### src/rtl/batch_sum_accumulator_pkg.sv
// Shared widths, limits and error-flag indices for the batch sum accumulator.
package batch_sum_accumulator_pkg;

  localparam int SUM_WIDTH           = 48;
  localparam int ITEM_COUNT_WIDTH    = 9;
  localparam int CONNECT_COUNT_WIDTH = 6;
  localparam int RESULT_WIDTH        = SUM_WIDTH + ITEM_COUNT_WIDTH;

  localparam logic [CONNECT_COUNT_WIDTH-1:0] MAX_CONNECT_COUNT = 6'd35;

  localparam int ERR_ILLEGAL_COUNT = 0;
  localparam int ERR_FIFO_OVERFLOW = 1;

  typedef struct packed {
    logic [SUM_WIDTH-1:0]        sum;
    logic [ITEM_COUNT_WIDTH-1:0] itemCount;
  } result_t;

endpackage

### src/rtl/batch_sum_accumulator_if.sv
// Count stream from the permuter side plus the show-ahead result handshake.
interface batch_sum_accumulator_if;
  import batch_sum_accumulator_pkg::*;

  logic [CONNECT_COUNT_WIDTH-1:0] connectCount;
  logic                           connectCountValid;
  logic                           batchFinished;
  logic                           requestSlowDown;
  logic [SUM_WIDTH-1:0]           resultSum;
  logic [ITEM_COUNT_WIDTH-1:0]    resultItemCount;
  logic                           resultValid;
  logic                           resultReady;
  logic [1:0]                     errorFlags;

  modport master (
    output connectCount, connectCountValid, batchFinished, resultReady,
    input  requestSlowDown, resultSum, resultItemCount, resultValid, errorFlags
  );

  modport slave (
    input  connectCount, connectCountValid, batchFinished, resultReady,
    output requestSlowDown, resultSum, resultItemCount, resultValid, errorFlags
  );

endinterface

### src/rtl/batch_sum_accumulator_fifo.sv
// Generic FIFO with a show-ahead head register; usedw counts the head entry too.
module batch_sum_accumulator_fifo #(
  parameter int WIDTH      = 57,
  parameter int DEPTH_LOG2 = 5
) (
  input  logic                  clk,
  input  logic                  rst,
  input  logic                  wrReq,
  input  logic [WIDTH-1:0]      wrData,
  output logic                  overflow,
  input  logic                  rdReq,
  output logic [WIDTH-1:0]      rdData,
  output logic                  rdValid,
  output logic [DEPTH_LOG2:0]   usedw
);

  localparam int DEPTH = 1 << DEPTH_LOG2;
  localparam logic [DEPTH_LOG2:0] FULL_LEVEL = {1'b1, {DEPTH_LOG2{1'b0}}};

  logic [WIDTH-1:0]      mem [DEPTH];
  logic [DEPTH_LOG2:0]   wrPtr, rdPtr, memCount;
  logic [WIDTH-1:0]      headData;
  logic                  headValid;
  logic                  pop, loadHead, wrAccept;

  assign memCount = wrPtr - rdPtr;
  assign usedw    = memCount + {{DEPTH_LOG2{1'b0}}, headValid};
  assign pop      = headValid && rdReq;
  // Head refills whenever it is empty or being consumed, so it never stalls a pop.
  assign loadHead = (memCount != '0) && (!headValid || pop);
  assign wrAccept = wrReq && ((usedw != FULL_LEVEL) || pop);
  assign overflow = wrReq && !wrAccept;

  assign rdValid = headValid;
  assign rdData  = headValid ? headData : '0;

  always_ff @(posedge clk) begin
    if (wrAccept) mem[wrPtr[DEPTH_LOG2-1:0]] <= wrData;
    if (loadHead) headData <= mem[rdPtr[DEPTH_LOG2-1:0]];
  end

  always_ff @(posedge clk) begin
    if (rst) begin
      wrPtr     <= '0;
      rdPtr     <= '0;
      headValid <= 1'b0;
    end else begin
      if (wrAccept) wrPtr <= wrPtr + 1'b1;
      if (loadHead) rdPtr <= rdPtr + 1'b1;
      if (loadHead)  headValid <= 1'b1;
      else if (pop)  headValid <= 1'b0;
    end
  end

endmodule

### src/rtl/batch_sum_accumulator.sv
// Sums 2^connectCount per batch and queues one {sum, itemCount} word per batchFinished.
module batch_sum_accumulator
  import batch_sum_accumulator_pkg::*;
#(
  parameter int FIFO_DEPTH_LOG2    = 5,
  parameter int SLOWDOWN_THRESHOLD = 16
) (
  input logic                     clk,
  input logic                     rst,
  batch_sum_accumulator_if.slave  bus
);

  localparam logic [FIFO_DEPTH_LOG2:0] SLOWDOWN_LEVEL = SLOWDOWN_THRESHOLD[FIFO_DEPTH_LOG2:0];

  function automatic logic [SUM_WIDTH-1:0] termOf(input logic [CONNECT_COUNT_WIDTH-1:0] c);
    termOf = {{(SUM_WIDTH-1){1'b0}}, 1'b1} << c;
  endfunction

  logic                         legalCount;
  logic [SUM_WIDTH-1:0]         termP1;
  logic                         vldP1, closeP1;
  logic [SUM_WIDTH-1:0]         sumAccP2, closeSum;
  logic [ITEM_COUNT_WIDTH-1:0]  cntAccP2, closeCnt;
  logic                         rstFifo, fifoOverflow, slowDown;
  logic [1:0]                   errFlags;
  logic [FIFO_DEPTH_LOG2:0]     usedw;
  result_t                      wrWord, headWord;
  logic [RESULT_WIDTH-1:0]      headBits;

  assign legalCount = bus.connectCount <= MAX_CONNECT_COUNT;

  // Stage 1: decode one item into its power-of-two term
  always_ff @(posedge clk) begin
    if (rst) begin
      termP1  <= '0;
      vldP1   <= 1'b0;
      closeP1 <= 1'b0;
    end else begin
      termP1  <= (bus.connectCountValid && legalCount) ? termOf(bus.connectCount) : '0;
      vldP1   <= bus.connectCountValid && legalCount;
      closeP1 <= bus.batchFinished;
    end
  end

  // Stage 2: accumulate; a closing cycle emits the total including its own item
  assign closeSum = sumAccP2 + termP1;
  assign closeCnt = cntAccP2 + {{(ITEM_COUNT_WIDTH-1){1'b0}}, vldP1};

  always_ff @(posedge clk) begin
    if (rst || closeP1) begin
      sumAccP2 <= '0;
      cntAccP2 <= '0;
    end else begin
      sumAccP2 <= closeSum;
      cntAccP2 <= closeCnt;
    end
  end

  assign wrWord.sum       = closeSum;
  assign wrWord.itemCount = closeCnt;

  always_ff @(posedge clk) begin
    rstFifo <= rst;
  end

  batch_sum_accumulator_fifo #(
    .WIDTH      (RESULT_WIDTH),
    .DEPTH_LOG2 (FIFO_DEPTH_LOG2)
  ) u_fifo (
    .clk      (clk),
    .rst      (rstFifo),
    .wrReq    (closeP1),
    .wrData   (wrWord),
    .overflow (fifoOverflow),
    .rdReq    (bus.resultReady),
    .rdData   (headBits),
    .rdValid  (bus.resultValid),
    .usedw    (usedw)
  );

  assign headWord            = headBits;
  assign bus.resultSum       = headWord.sum;
  assign bus.resultItemCount = headWord.itemCount;

  always_ff @(posedge clk) begin
    if (rst) begin
      errFlags <= '0;
      slowDown <= 1'b0;
    end else begin
      if (bus.connectCountValid && !legalCount) errFlags[ERR_ILLEGAL_COUNT] <= 1'b1;
      if (fifoOverflow)                         errFlags[ERR_FIFO_OVERFLOW] <= 1'b1;
      slowDown <= usedw > SLOWDOWN_LEVEL;
    end
  end

  assign bus.errorFlags      = errFlags;
  assign bus.requestSlowDown = slowDown;

endmodule

### src/flat_wrapper.sv
// flat-port wrapper written by rule: the top's interface ports become plain ports
module batch_sum_accumulator_flat import batch_sum_accumulator_pkg::*;
#(
  parameter int FIFO_DEPTH_LOG2    = 5,
  parameter int SLOWDOWN_THRESHOLD = 16
)
  (clk, rst, bus_connectCount, bus_connectCountValid, bus_batchFinished, bus_resultReady, bus_requestSlowDown, bus_resultSum, bus_resultItemCount, bus_resultValid, bus_errorFlags);
  batch_sum_accumulator_if bus_i ();
  input logic clk;
  input logic rst;
  input wire logic [$bits(bus_i.connectCount)-1:0] bus_connectCount;
  input wire logic [$bits(bus_i.connectCountValid)-1:0] bus_connectCountValid;
  input wire logic [$bits(bus_i.batchFinished)-1:0] bus_batchFinished;
  input wire logic [$bits(bus_i.resultReady)-1:0] bus_resultReady;
  output wire logic [$bits(bus_i.requestSlowDown)-1:0] bus_requestSlowDown;
  output wire logic [$bits(bus_i.resultSum)-1:0] bus_resultSum;
  output wire logic [$bits(bus_i.resultItemCount)-1:0] bus_resultItemCount;
  output wire logic [$bits(bus_i.resultValid)-1:0] bus_resultValid;
  output wire logic [$bits(bus_i.errorFlags)-1:0] bus_errorFlags;
  assign bus_i.connectCount = bus_connectCount;
  assign bus_i.connectCountValid = bus_connectCountValid;
  assign bus_i.batchFinished = bus_batchFinished;
  assign bus_i.resultReady = bus_resultReady;
  assign bus_requestSlowDown = bus_i.requestSlowDown;
  assign bus_resultSum = bus_i.resultSum;
  assign bus_resultItemCount = bus_i.resultItemCount;
  assign bus_resultValid = bus_i.resultValid;
  assign bus_errorFlags = bus_i.errorFlags;
  batch_sum_accumulator #(.FIFO_DEPTH_LOG2(FIFO_DEPTH_LOG2), .SLOWDOWN_THRESHOLD(SLOWDOWN_THRESHOLD)) u_core (.clk(clk), .rst(rst), .bus(bus_i));
endmodule
### config.mk
export PLATFORM = sky130hd
export DESIGN_NAME = batch_sum_accumulator_flat
export DESIGN_NICKNAME = d
export VERILOG_FILES = /design/src/rtl/batch_sum_accumulator_pkg.sv /design/src/rtl/batch_sum_accumulator_if.sv /design/src/rtl/batch_sum_accumulator_fifo.sv /design/src/rtl/batch_sum_accumulator.sv /design/src/flat_wrapper.sv
export SDC_FILE = /design/constraint.sdc
export NUM_CORES = 2
export LEC_CHECK = 0
export CORE_ASPECT_RATIO = 1.5
export CORE_UTILIZATION = 25
export CTS_CLUSTER_DIAMETER = 200
export DETAILED_ROUTE_END_ITERATION = 7
export GPL_TIMING_DRIVEN = 0
export PLACE_DENSITY = 0.38
export SETUP_SLACK_MARGIN = 0.3
export SYNTH_ARGS = -nofsm -noshare
export SYNTH_HDL_FRONTEND = slang
export SYNTH_HIERARCHICAL = 1
export SYNTH_SLANG_ARGS = --single-unit
export TNS_END_PERCENT = 30
### constraint.sdc
create_clock -name clk -period 8.65 [get_ports clk]
set_input_delay 1.73 -clock clk [delete_from_list [all_inputs] [get_ports clk]]
set_output_delay 1.73 -clock clk [all_outputs]
set_load 0.01 [all_outputs]
### After elaboration in Yosys (flattened, before gate mapping)

Memory sizes are Yosys's and may differ from the RTL's. A register that Yosys moved wholly into a read port is not among the register bits.
Cells that the tools add are included.

| storage, ports and cells | value |
|---|---|
| RAM bits | 1824 |
| output and inout bits | 61 |
| register bits | 124 |
| word-level logic and storage cells | 44 |
| input port bits | 11 |
| memories kept | 1 |

Memory list:

| memory | words | bits a word | read ports | clocked after Yosys merged registers in | write ports | line | source |
|---|---|---|---|---|---|---|---|
| u_core.u_fifo.mem | 32 | 57 | 1 | 1 | 1 | batch_sum_accumulator_fifo.sv:20 | `logic [WIDTH-1:0] mem [DEPTH];` |

| operators by class | value |
|---|---|
| $add $sub $neg | 6 |
| multiplexer cells | 5 |
| shifts and indexed selects | 1 |
| reduce and logical (&&, ||, !) cells | 15 |
| equality and inequality tests | 1 |
| $lt $le $gt $ge | 2 |
| bitwise operators | 1 |

Operator list:

| operator | number |
|---|---|
| $mux 57 | 1 |
| $add 48x48->48 | 1 |
| $shl 1x6->48 const A | 1 |
| $add 6x1->6 const B | 2 |
| $add 9x1->9 | 1 |
| $add 6x1->6 | 1 |
| $gt 6x5->1 const B | 1 |
| $le 6x6->1 const B | 1 |
| $logic_and 1x1->1 | 6 |
| $ne 6x6->1 const B | 1 |
| $reduce_bool 6->1 | 1 |
| $sub 6x6->6 | 1 |
| $mux 1 | 4 |
| $logic_not 1->1 | 3 |
| $logic_or 1x1->1 | 3 |
| $reduce_bool 2->1 | 1 |
| $reduce_or 2->1 | 1 |
| $not 1->1 | 1 |

### Logic depth before layout (Yosys ltp)

| logic depth | value |
|---|---|
| depth in word-level cells | 7 |
| gate-level depth with buffers | 13 |
| depth with buffers taken out | 12 |

### Hierarchy

Netlist, hierarchy kept.

By module, submodules not included:

| module | times used | cells each | sequential area each (um2) | area each (um2) |
|---|---|---|---|---|
| batch_sum_accumulator_fifo | 1 | 2991 | 56744.4 | 72211.8 |
| batch_sum_accumulator | 1 | 696 | 2222.1 | 5947.0 |

### Least setup slack after synthesis

OpenSTA, ideal clock, no wires.

| timing path | value |
|---|---|
| kind | register to register |
| start point | register u_core.u_fifo.rdPtr[1] |
| end point | register u_core.u_fifo.rdPtr[4] |
| arrival time | 6.241 ns |
| library setup time | 0.124 ns |
| period minus slack after synthesis | 6.365 ns |
| slack | 2.285 ns |
| required time | 8.526 ns |
| stages on the path, launching flop included | 13 |
| buffers on the path | 3 |
| cells stage by stage | dfxtp_1 clkbuf_1 clkbuf_1 clkbuf_1 inv_1 fa_1 a21o_1 a21oi_1 xnor2_1 nor4_1 a21oi_1 nand4_1 mux2_1 |

| on the way | value |
|---|---|
| longest elaborated chain between the ends | 3 |
| elaborated cells between the ends (all ways) | 4 |
| those cells by class | add/sub (2); reduce/logical (2) |

Ends and longest elaborated chain:

| what | line | source |
|---|---|---|
| start: declaration | batch_sum_accumulator_fifo.sv:21 | `logic [DEPTH_LOG2:0] wrPtr, rdPtr, memCount;` |
| start signal: assignment | batch_sum_accumulator_fifo.sv:49 | `if (loadHead) rdPtr <= rdPtr + 1'b1;` |
| $sub 6x6->6 | batch_sum_accumulator_fifo.sv:26 | `assign memCount = wrPtr - rdPtr;` |
| $reduce_bool 6->1 | batch_sum_accumulator_fifo.sv:30 | `assign loadHead = (memCount != '0) && (!headValid \|\| pop);` |
| $logic_and 1x1->1 | batch_sum_accumulator_fifo.sv:30 |  |
| net u_core.u_fifo.loadHead | batch_sum_accumulator_fifo.sv:24 | `logic pop, loadHead, wrAccept;` |

The timed path passes the listed nets, and every way through them passes these cells.
A chain may end at the register's enable or synchronous reset.

### Worst setup path in the final report

| timing path | value |
|---|---|
| start point | register u_core.u_fifo.rdPtr[1] |
| end point | memory u_core.u_fifo.mem[6][33] (enable) |

| on the way | value |
|---|---|
| longest elaborated chain between the ends | 7 |

Ends and longest elaborated chain:

| what | line | source |
|---|---|---|
| $sub 6x6->6 | batch_sum_accumulator_fifo.sv:26 |  |
| $add 6x1->6 | batch_sum_accumulator_fifo.sv:27 | `assign usedw = memCount + {{DEPTH_LOG2{1'b0}}, headValid};` |
| net u_core.usedw[5] | batch_sum_accumulator.sv:26 | `logic [FIFO_DEPTH_LOG2:0] usedw;` |
| $ne 6x6->1 | batch_sum_accumulator_fifo.sv:31 | `assign wrAccept = wrReq && ((usedw != FULL_LEVEL) \|\| pop);` |
| $logic_or 1x1->1 | batch_sum_accumulator_fifo.sv:31 |  |
| $logic_and 1x1->1 | batch_sum_accumulator_fifo.sv:31 |  |
| $mux 1 | batch_sum_accumulator_fifo.sv:38 | `if (wrAccept) mem[wrPtr[DEPTH_LOG2-1:0]] <= wrData;` |
| $mux 1 (not written as such) | batch_sum_accumulator_fifo.sv:38 |  |
| end: declaration | batch_sum_accumulator_fifo.sv:20 |  |

The timed path passes the listed nets, and every way through them passes these cells.

==> results.json <==
{
  "route.met3.wl_mm": 8.92,
  "wire_per_inst_um": 28.6,
  "drt_pass1_iterations": 7,
  "period_minus_slack_ns": 6.93,
  "status": "finished clean",
  "postCtsResizedCells": 0,
  "route.detailed.drc": 0,
  "die_w_um": 459,
  "final_area_mm2": 0.0929,
  "synth_area_per_cell_um2": 21.2,
  "leakagePower_nw": 30.6,
  "grt_overflow_total": 0,
  "ys_ff_latch": 2005,
  "hpwl_mm": 157,
  "clkLatencyLatePin_ns": 0.89,
  "hold_path_class": "reg2reg",
  "drive_gt1_share_pct": 25.6,
  "cts_tree": "yes",
  "syn_area_mm2": 0.0782,
  "tightest_slew_ns": 1.35,
  "routed_wirelength_mm": 241,
  "worst_setup_path_end_kind": "register",
  "drv_cap": 0,
  "ys_types": 76,
  "instances_no_fill": 8410,
  "hold_path_depth": 2,
  "synth_edf_count": 1881,
  "syn_inst": 3687,
  "top_layer": "met5",
  "root_buffer": "clkbuf_16",
  "max_freq_mhz": 144,
  "start_util_pct": 25.1,
  "numCtsBuffers": 202,
  "finalWeightedCongestion": 0.776,
  "grt_max_degree": 41,
  "yosysWarnings": 6,
  "powerDensity_mw_per_mm2": 258,
  "cts_buffer_depth": 4,
  "crit_arrival_ns": 7.45,
  "ys_top_cells_by_area": "edfxtp_1 (72%), mux4_2 (16%), dfxtp_1 (3.2%)",
  "synthToLayoutAreaGrowth_pct": 18.9,
  "cts_hold_buf": 0,
  "ff_latch_area_mm2": 0.0590,
  "timing.final.crit_share_pct": 80.1,
  "slew_viol_final": 0,
  "cp.required_ns": 9.17,
  "cp-start-kind": "register",
  "crit_path_top_delay_cell": "clkbuf_1",
  "route.met2.wl_mm": 130,
  "yosysMostFrequentCell": "edfxtp_1",
  "fillers": 30246,
  "io_buffers": 70,
  "drt-met1-wl_mm": 95.8,
  "synthArstFlopShare_pct": 0,
  "io_pins": 72,
  "yosysSeqAreaShare_pct": 75.4,
  "synth_ff_type": "edfxtp_1",
  "die_area_mm2": 0.315,
  "hold_viol_final": 0,
  "peakVddDrop_mv": 0.159,
  "max_stage_delay_ns": 0.92,
  "num_vias": 37747,
  "synth_commonest_cells": "edfxtp_1 (1881), mux4_2 (570), nand2_1 (235)",
  "dp_cells": 8039,
  "rows": 251,
  "worst_path_most_repeated_cell": "clkbuf_1",
  "rr_worst_depth": 14,
  "post_cts_buffers": 0,
  "setup_viol": 0,
  "via_per_inst": 4.49,
  "synth_top_area_share_pct": 72.3,
  "crit_fanout": 32,
  "final_nets": 4144,
  "multi_input_area_mm2": 0.0190,
  "drt_iter0_drc": 3224,
  "skew_ns": 0.0479,
  "htree_levels": 4,
  "clkSinkCount": 2005,
  "grt_antenna_before_repair": 16,
  "coreArea_mm2": 0.311,
  "slew_headroom_pct": 10.2,
  "drtAntennaViolNets": 0,
  "crit_chain": "clkbuf_1, clkbuf_1, clkbuf_1, inv_1, ha_1, nor2b_1, o31ai_2, xnor2_1, nand3_1, xor2_2, a21boi_2, buf_2, and3_4, buf_16",
  "cts.clk_slew.worst_paths_ns": 0.07,
  "synth_top_area_cell": "edfxtp_1",
  "dpl_cell_area_mm2": 0.0866,
  "die_y_um": 687,
  "grt_pass1_wl_mm": 331,
  "rsz0062_at_grt": "no",
  "grt_pass1_vias": 40454,
  "crit_type": "reg2reg",
  "track_usage_pct": 15.2
}
[final cells by class]
type / count / share of cell area, %
flip-flops and latches: 2005 / 63.4
multi-input cells: 1490 / 20.4
clock buffers: 260 / 5.82
well taps: 4174 / 5.62
repair buffers: 168 / 2.82
clock inverters: 105 / 0.979
plain buffers: 179 / 0.785
inverters: 24 / 0.0969
diodes: 5 / 0.0135
[logic make-up (layout without fill, tap and decap cells)]
group / after synthesis / in the layout / share of synthesized area [%]
xor+xnor: 58 / 58 / 0.669
fa+ha+maj: 63 / 63 / 1.03
flops: 2005 / 2005 / 75.4
buf+inv: 203 / 736 / 1.02
mux: 579 / 579 / 16.5
other cells: 1 / 17 / 0.00480
simple gates: 583 / 583 / 3.68
compound gates: 195 / 195 / 1.61
[where the power goes]
group	total (mW)	switching, mW	internal [mW]
combinational	4.33	2.50	1.83
clock	8.66	3.83	4.83
sequential	11.0	0.0516	10.9
total	24.0	6.38	17.6
[worst paths after layout]
check                                        startpoint                               endpoint  slack (ns)
setup / recovery    u_core/u_fifo/rdPtr[1]$_SDFFE_PP0P_     u_core/u_fifo/mem[6][33]$_DFFE_PP_        1.72
hold / removal    u_core/bus.errorFlags[1]$_SDFFE_PP0P_  u_core/bus.errorFlags[1]$_SDFFE_PP0P_        0.48
setup reg to reg    u_core/u_fifo/rdPtr[1]$_SDFFE_PP0P_     u_core/u_fifo/mem[6][33]$_DFFE_PP_        1.72
hold reg to reg   u_core/bus.errorFlags[1]$_SDFFE_PP0P_  u_core/bus.errorFlags[1]$_SDFFE_PP0P_        0.48
[sequential cells by signal, summed over array words and instances, names as in the netlist]
name and flops:
u_core/u_fifo/mem 1824, u_core/u_fifo/rdPtr 6, u_core/sumAccP2 48, u_core/u_fifo/rdValid 1
u_core/bus.errorFlags 2, u_core/closeP1 1, u_core/u_fifo/headData 57, u_core/termP1 48
u_core/u_fifo/wrPtr 6, u_core/rstFifo 1, u_core/bus.requestSlowDown 1, u_core/cntAccP2 9
u_core/vldP1 1
[layout by cell type, fill, tap and decap left out, drive strengths merged, types with 28 or more instances in the layout]
cell type and instances:
buf 168, dfxtp 124, clkinv 76, a21oi 76, nand2 235, and2 117
xnor2 35, o21ai 34, and3 28, clkdlybuf4s50 70, inv 33, mux4 570
edfxtp 1881, nor3 29, nor2 75, clkbuf 369, ha 61
[metal layers]
layer | GRT usage, % | vias up
met4 | 4.11 | 2
li1 | - | 15967
met3 | 2.02 | 294
met5 | 0 | -
met2 | 28.1 | 750
met1 | 18.2 | 20734
[critical path: cells and delay by family, from the launching register on]
kind | cells | cell delay, ns
and+or+nand+nor | 3 | 1.15
adders and majority gates | 1 | 0.31
DFF | 1 | 0.33
xor gates and xnor gates | 2 | 0.81
AOI/OAI and AO/OA | 2 | 0.53
buffers and inverters | 6 | 3.27
[metrics by stage]
stage                     worst slack, ns  power (mW)  hold slack, ns  utilization [%]  setup TNS, ns
final                                1.72        24.0           0.479             29.9              0
after global routing                 1.49        24.9           0.529             29.9              0
after CTS                            1.68        24.5           0.490             29.8              0
after detailed placement             1.71        15.7           0.474             27.8              0
after global placement              -6.70        15.6           0.456             27.0       -3918.23
after floorplan                      2.28        13.8           0.503                -              0
(Power assumes the default switching activity.)
